$ cat src/rtl/ex2_wb_buffer_pkg.sv
// Shared datapath types for the Ex2 -> writeback path.
// Holds the result/register types and the buffered writeback entry.
package ZionDataType;

  typedef logic [31:0] CpuType;
  typedef logic [4:0]  RegIdxType;

  typedef struct packed {
    logic      valid;
    RegIdxType rd;
    CpuType    data;
  } MultWbEntry;

  typedef enum logic [1:0] {
    WB_EMPTY = 2'd0,
    WB_ONE   = 2'd1,
    WB_TWO   = 2'd2
  } WbBufState;

endpackage

$ cat src/rtl/ex2_wb_entry.sv
// One buffered writeback entry: async reset, load enable, clear.
// Clear wins over load so a flush always empties the slot.
module ex2_wb_entry
  import ZionDataType::*;
(
  input  logic       clk,
  input  logic       rst_n,
  input  logic       load,
  input  logic       clear,
  input  MultWbEntry d,
  output MultWbEntry q
);

  always_ff @(posedge clk or negedge rst_n) begin
    if (!rst_n) begin
      q <= '0;
    end else if (clear) begin
      q <= '0;
    end else if (load) begin
      q <= d;
    end
  end

endmodule

$ cat src/rtl/ex2_wb_buffer.sv
// Two-entry in-order skid buffer between Ex2 and writeback,
// with a youngest-entry bypass tap for operand forwarding.
module ex2_wb_buffer
  import ZionDataType::*;
#(
  parameter int DATA_W = $bits(CpuType),
  parameter int RD_W   = $bits(RegIdxType)
) (
  input  logic              clk,
  input  logic              rst_n,
  input  logic              iFlush,
  input  logic              iExValid,
  input  logic [DATA_W-1:0] iExResult,
  input  logic [RD_W-1:0]   iExRd,
  output logic              oExReady,
  output logic              oWbValid,
  output logic [DATA_W-1:0] oWbData,
  output logic [RD_W-1:0]   oWbRd,
  input  logic              iWbReady,
  output logic              oBypValid,
  output logic [RD_W-1:0]   oBypRd,
  output logic [DATA_W-1:0] oBypData,
  output logic [1:0]        oCount
);

  WbBufState  state_q;
  WbBufState  state_d;
  logic       ready_q;
  MultWbEntry head_q;
  MultWbEntry skid_q;
  MultWbEntry in_e;
  MultWbEntry head_d;
  MultWbEntry young;
  logic       head_ld;
  logic       head_clr;
  logic       skid_ld;
  logic       skid_clr;
  logic       head_from_skid;
  logic       push;
  logic       pop;

  assign in_e = {1'b1, iExRd, iExResult};
  assign push = iExValid & ready_q;
  assign pop  = head_q.valid & iWbReady;

  always_comb begin
    state_d        = state_q;
    head_ld        = 1'b0;
    head_clr       = 1'b0;
    skid_ld        = 1'b0;
    skid_clr       = 1'b0;
    head_from_skid = 1'b0;
    if (iFlush) begin
      state_d  = WB_EMPTY;
      head_clr = 1'b1;
      skid_clr = 1'b1;
    end else begin
      unique case (state_q)
        WB_EMPTY: begin
          if (push) begin
            state_d = WB_ONE;
            head_ld = 1'b1;
          end
        end
        WB_ONE: begin
          if (push && !pop) begin
            state_d = WB_TWO;
            skid_ld = 1'b1;
          end else if (push && pop) begin
            head_ld = 1'b1;
          end else if (pop) begin
            state_d  = WB_EMPTY;
            head_clr = 1'b1;
          end
        end
        WB_TWO: begin
          if (pop) begin
            state_d        = WB_ONE;
            head_ld        = 1'b1;
            head_from_skid = 1'b1;
            skid_clr       = 1'b1;
          end
        end
        default: begin
          state_d  = WB_EMPTY;
          head_clr = 1'b1;
          skid_clr = 1'b1;
        end
      endcase
    end
  end

  assign head_d = head_from_skid ? skid_q : in_e;

  always_ff @(posedge clk or negedge rst_n) begin
    if (!rst_n) begin
      state_q <= WB_EMPTY;
      ready_q <= 1'b1;
    end else begin
      state_q <= state_d;
      ready_q <= (state_d != WB_TWO);
    end
  end

  ex2_wb_entry u_head (
    .clk   (clk),
    .rst_n (rst_n),
    .load  (head_ld),
    .clear (head_clr),
    .d     (head_d),
    .q     (head_q)
  );

  ex2_wb_entry u_skid (
    .clk   (clk),
    .rst_n (rst_n),
    .load  (skid_ld),
    .clear (skid_clr),
    .d     (in_e),
    .q     (skid_q)
  );

  // Skid always holds the younger result when occupied.
  assign young = skid_q.valid ? skid_q : head_q;

  always_comb begin
    oBypValid = young.valid & (young.rd != '0);
    oBypRd    = young.valid ? young.rd : '0;
    oBypData  = young.valid ? young.data : '0;
  end

  assign oExReady = ready_q;
  assign oWbValid = head_q.valid;
  assign oWbData  = head_q.data;
  assign oWbRd    = head_q.rd;
  assign oCount   = state_q;

endmodule

$ cat config.mk
export PLATFORM = sky130hd
export DESIGN_NAME = ex2_wb_buffer
export DESIGN_NICKNAME = d
export VERILOG_FILES = /design/src/rtl/ex2_wb_buffer_pkg.sv /design/src/rtl/ex2_wb_entry.sv /design/src/rtl/ex2_wb_buffer.sv
export SDC_FILE = /design/constraint.sdc
export NUM_CORES = 1
export LEC_CHECK = 0
export CORE_AREA = 3 3 134 84
export DETAILED_ROUTE_END_ITERATION = 10
export DIE_AREA = 0 0 137 87
export PLACE_DENSITY = 0.79
export SLEW_MARGIN = 20
export SYNTH_ARGS = -nofsm -noshare
export SYNTH_HDL_FRONTEND = slang
export SYNTH_HIERARCHICAL = 1
export SYNTH_SLANG_ARGS = --single-unit
$ cat constraint.sdc
create_clock -name clk -period 1.8 [get_ports clk]
set_input_delay 0.36 -clock clk [delete_from_list [all_inputs] [get_ports clk]]
set_output_delay 0.36 -clock clk [all_outputs]
set_load 0.01 [all_outputs]
==> impl_metrics.tcl <==
set metrics [dict create \
    rows 28 \
    yosys_register_bits 79 \
    core-area_mm2 0.009950 \
    status "complete, but fails checks" \
    cts-buffers-inserted 9 \
    placed_cell_area_mm2 0.005992 \
    detail_route.vias_per_cell 5.421 \
    drive_above_1_share_pct 44.90 \
    grt_pass1_wl_mm 21.67 \
    die-area_mm2 0.01192 \
    drc 0 \
    track_usage_pct 23.81 \
    die_y_um 87 \
    hold_violations 0 \
    wirelength_mm 16.58 \
    power_leakage_nw 3.383 \
    crit_required_ps 1440 \
    ir_drop_mv 0.5482 \
    clkSlewWorstSetupHoldPaths_ps 60 \
    arrival_ps 1760 \
    drt_iter0_markers 265 \
    cp-start-kind "register" \
    die_width_um 137 \
    critical_path_class "reg -> out" \
    r2r_slack_ps -260 \
    cp_max_fo 4 \
    final_common_cell "clkdlybuf4s50_1" \
    grt_antenna_before_repair 0 \
    worst_hold_path_type "in -> async" \
    synth_cell_types 33 \
    nNetsFinal 665 \
    setup_violations 93 \
    grt_pass1_vias 4021 \
    cts.sinks 79 \
    yosysWarnings 6 \
    power.density_mw_per_mm2 696.2 \
    synth.cell_area_mm2 0.004410 \
    h-tree-depth 3 \
    violations "setup timing" \
    drtAntennaViolNets 0 \
    dpl.hpwl_mm 8.383 \
    initial_utilization_pct 44.33 \
    final_cell_mix "clkdlybuf4s50_1 (78), dfrtp_1 (75), mux2i_1 (55), nand2_1 (52), nor2_1 (49)" \
    finalCoreUtilization_pct 77.21 \
    first_pass_iters 5 \
    vias 4136 \
    seq_area_frac_synth_pct 44.85 \
    overflow 0 \
    synth_nets 474 \
    diodes 0 \
    root_buffer "clkbuf_16" \
    rsz0062_at_grt "yes" \
    cts_tree "built" \
    wl_per_cell_um 21.73 \
    portBuffers 120 \
    fmax_ghz 0.4712 \
    gp_congestion 0.8427 \
    clk_latency_ps 340 \
    setup_ws_ps -322.0 \
    finalCritPeriodShare_pct 117.9 \
    fin_area_mm2 0.007682 \
    cp-end-kind "output port" \
    clk_path_buf_depth 2 \
    finalMaxSlewViolations 0 \
    grt_max_degree 35 \
    finalClockSkew_ps 6.024 \
    min_period_ps 2122 \
    ios 121 \
    area_delta_synth_final_pct 74.18 \
    cap_violations 0 \
    netlist_instances 432 \
    avgSynthCellArea_um2 10.21 \
]
[final timing paths]
| kind | from | end | cells after the start |
|---|---|---|---|
| worst max-delay path | u_skid/q[37]$_DFFE_PN0P_ | oBypValid | 5 |
| worst min-delay path | rst_n | u_head/q[35]$_DFFE_PN0P_ | 2 |
| worst max register to register | u_head/q[37]$_DFFE_PN0P_ | u_skid/q[2]$_DFFE_PN0P_ | 10 |
| worst min register to register | u_skid/q[20]$_DFFE_PN0P_ | u_skid/q[20]$_DFFE_PN0P_ | 2 |
| max in group asynchronous | rst_n | u_skid/q[34]$_DFFE_PN0P_ | 3 |
| min in group clk | u_skid/q[20]$_DFFE_PN0P_ | u_skid/q[20]$_DFFE_PN0P_ | 2 |
[worst max-delay path, cell delays in order, from the launching register on]
cell     delay, ps
dfrtp_2        440
buf_6          150
nand2_2         60
o21ai_2         70
or4_1          540
buf_2          160
[state kept, by name (all words and copies together), names as in the netlist]
name and flops:
u_skid/q 38, oCount 2, u_head/q 38, oExReady 1
[timing repair]
action | CTS | global route
endpoints found under the setup margin | 113 | 114
gates resized for setup | 211 | 176
gates cloned | 10 | 9
hold buffers | 1 | 0
endpoints found under the hold margin | 23 | 0
buffers inserted | 23 | 13
pin swaps | 7 | 38
[cell usage after synthesis]
| master | number | area, µm² |
|---|---|---|
| dfrtp_1 | 78 | 1952 |
| a21oi_1 | 1 | 5.000 |
| buf_1 | 3 | 11.26 |
| or4_1 | 1 | 7.510 |
| clkbuf_1 | 11 | 41.29 |
| mux2i_1 | 76 | 760.7 |
| conb_1 | 1 | 3.750 |
| o21ai_0 | 36 | 180.2 |
| nand2_1 | 70 | 262.8 |
| buf_2 | 5 | 25.02 |
| and3b_1 | 1 | 8.760 |
| a31oi_1 | 1 | 6.260 |
| dfstp_2 | 1 | 26.28 |
| a211oi_1 | 1 | 7.510 |
| nand2b_1 | 3 | 18.77 |
| mux2_2 | 18 | 202.7 |
| nor2b_1 | 2 | 12.51 |
| clkbuf_2 | 1 | 5.000 |
| o31a_1 | 2 | 17.52 |
| mux2_4 | 19 | 285.3 |
| a21o_1 | 2 | 15.01 |
| nand2b_2 | 1 | 8.760 |
| buf_6 | 3 | 33.78 |
| nor3_1 | 1 | 5.000 |
| nand4b_1 | 1 | 8.760 |
| and2_0 | 1 | 6.260 |
| nor3_4 | 1 | 16.27 |
| buf_4 | 4 | 30.03 |
| nand2_2 | 1 | 6.260 |
| nor2_1 | 76 | 285.3 |
| a22o_1 | 3 | 26.28 |
| buf_12 | 6 | 120.1 |
| a211o_1 | 1 | 8.760 |
[cell type report]
type / count / area, µm²
sequential: 79 / 1982
timing repair buffer: 213 / 2404
multi-input combinational: 320 / 2795
clock inverter: 5 / 80.08
fill: 576 / 2267
tap: 135 / 168.9
clock buffer: 11 / 252.7
[cell families (layout without fill, tap and decap cells)]
family / Yosys count / count (layout) / synth area share [%]
and+or+nand+nor: 159 / 159 / 14.67
muxes: 113 / 113 / 28.31
DFF: 79 / 79 / 44.85
AOI/OAI and AO/OA: 47 / 47 / 6.043
buffers and inverters: 33 / 229 / 6.042
other: 1 / 1 / 0.08502
[layer usage]
metal  up-vias  GRT usage (%)  part of all wire (%)
met5         -              0                     0
met4         0          6.431                   1.7
met3        28          6.236                   7.0
met2       195          38.82                    49
met1      2061          31.67                    43
li1       1852              -                     -
[report_power, final]
group / internal, mW / switching [mW]
registers: 1.86 / 0.0964
clock network: 1.29 / 0.744
logic: 0.752 / 0.608
total: 3.90 / 1.45
[through the flow]
step           TNS, ps  hold slack, ps  instances  total power, mW  setup slack, ps
5_1_grt         -15280           525.6        763            5.521           -342.9
3_5_place_dp    -20930           292.0        697            2.836           -300.6
3_3_place_gp    -18120           286.9        697            2.815           -238.6
6_report        -10980           513.3        763            5.348           -322.0
4_1_cts          -3477           496.8        747            5.018           -267.4
2_1_floorplan        0           64.41        432            2.376            41.40
Power figures use the tool's default switching activity.
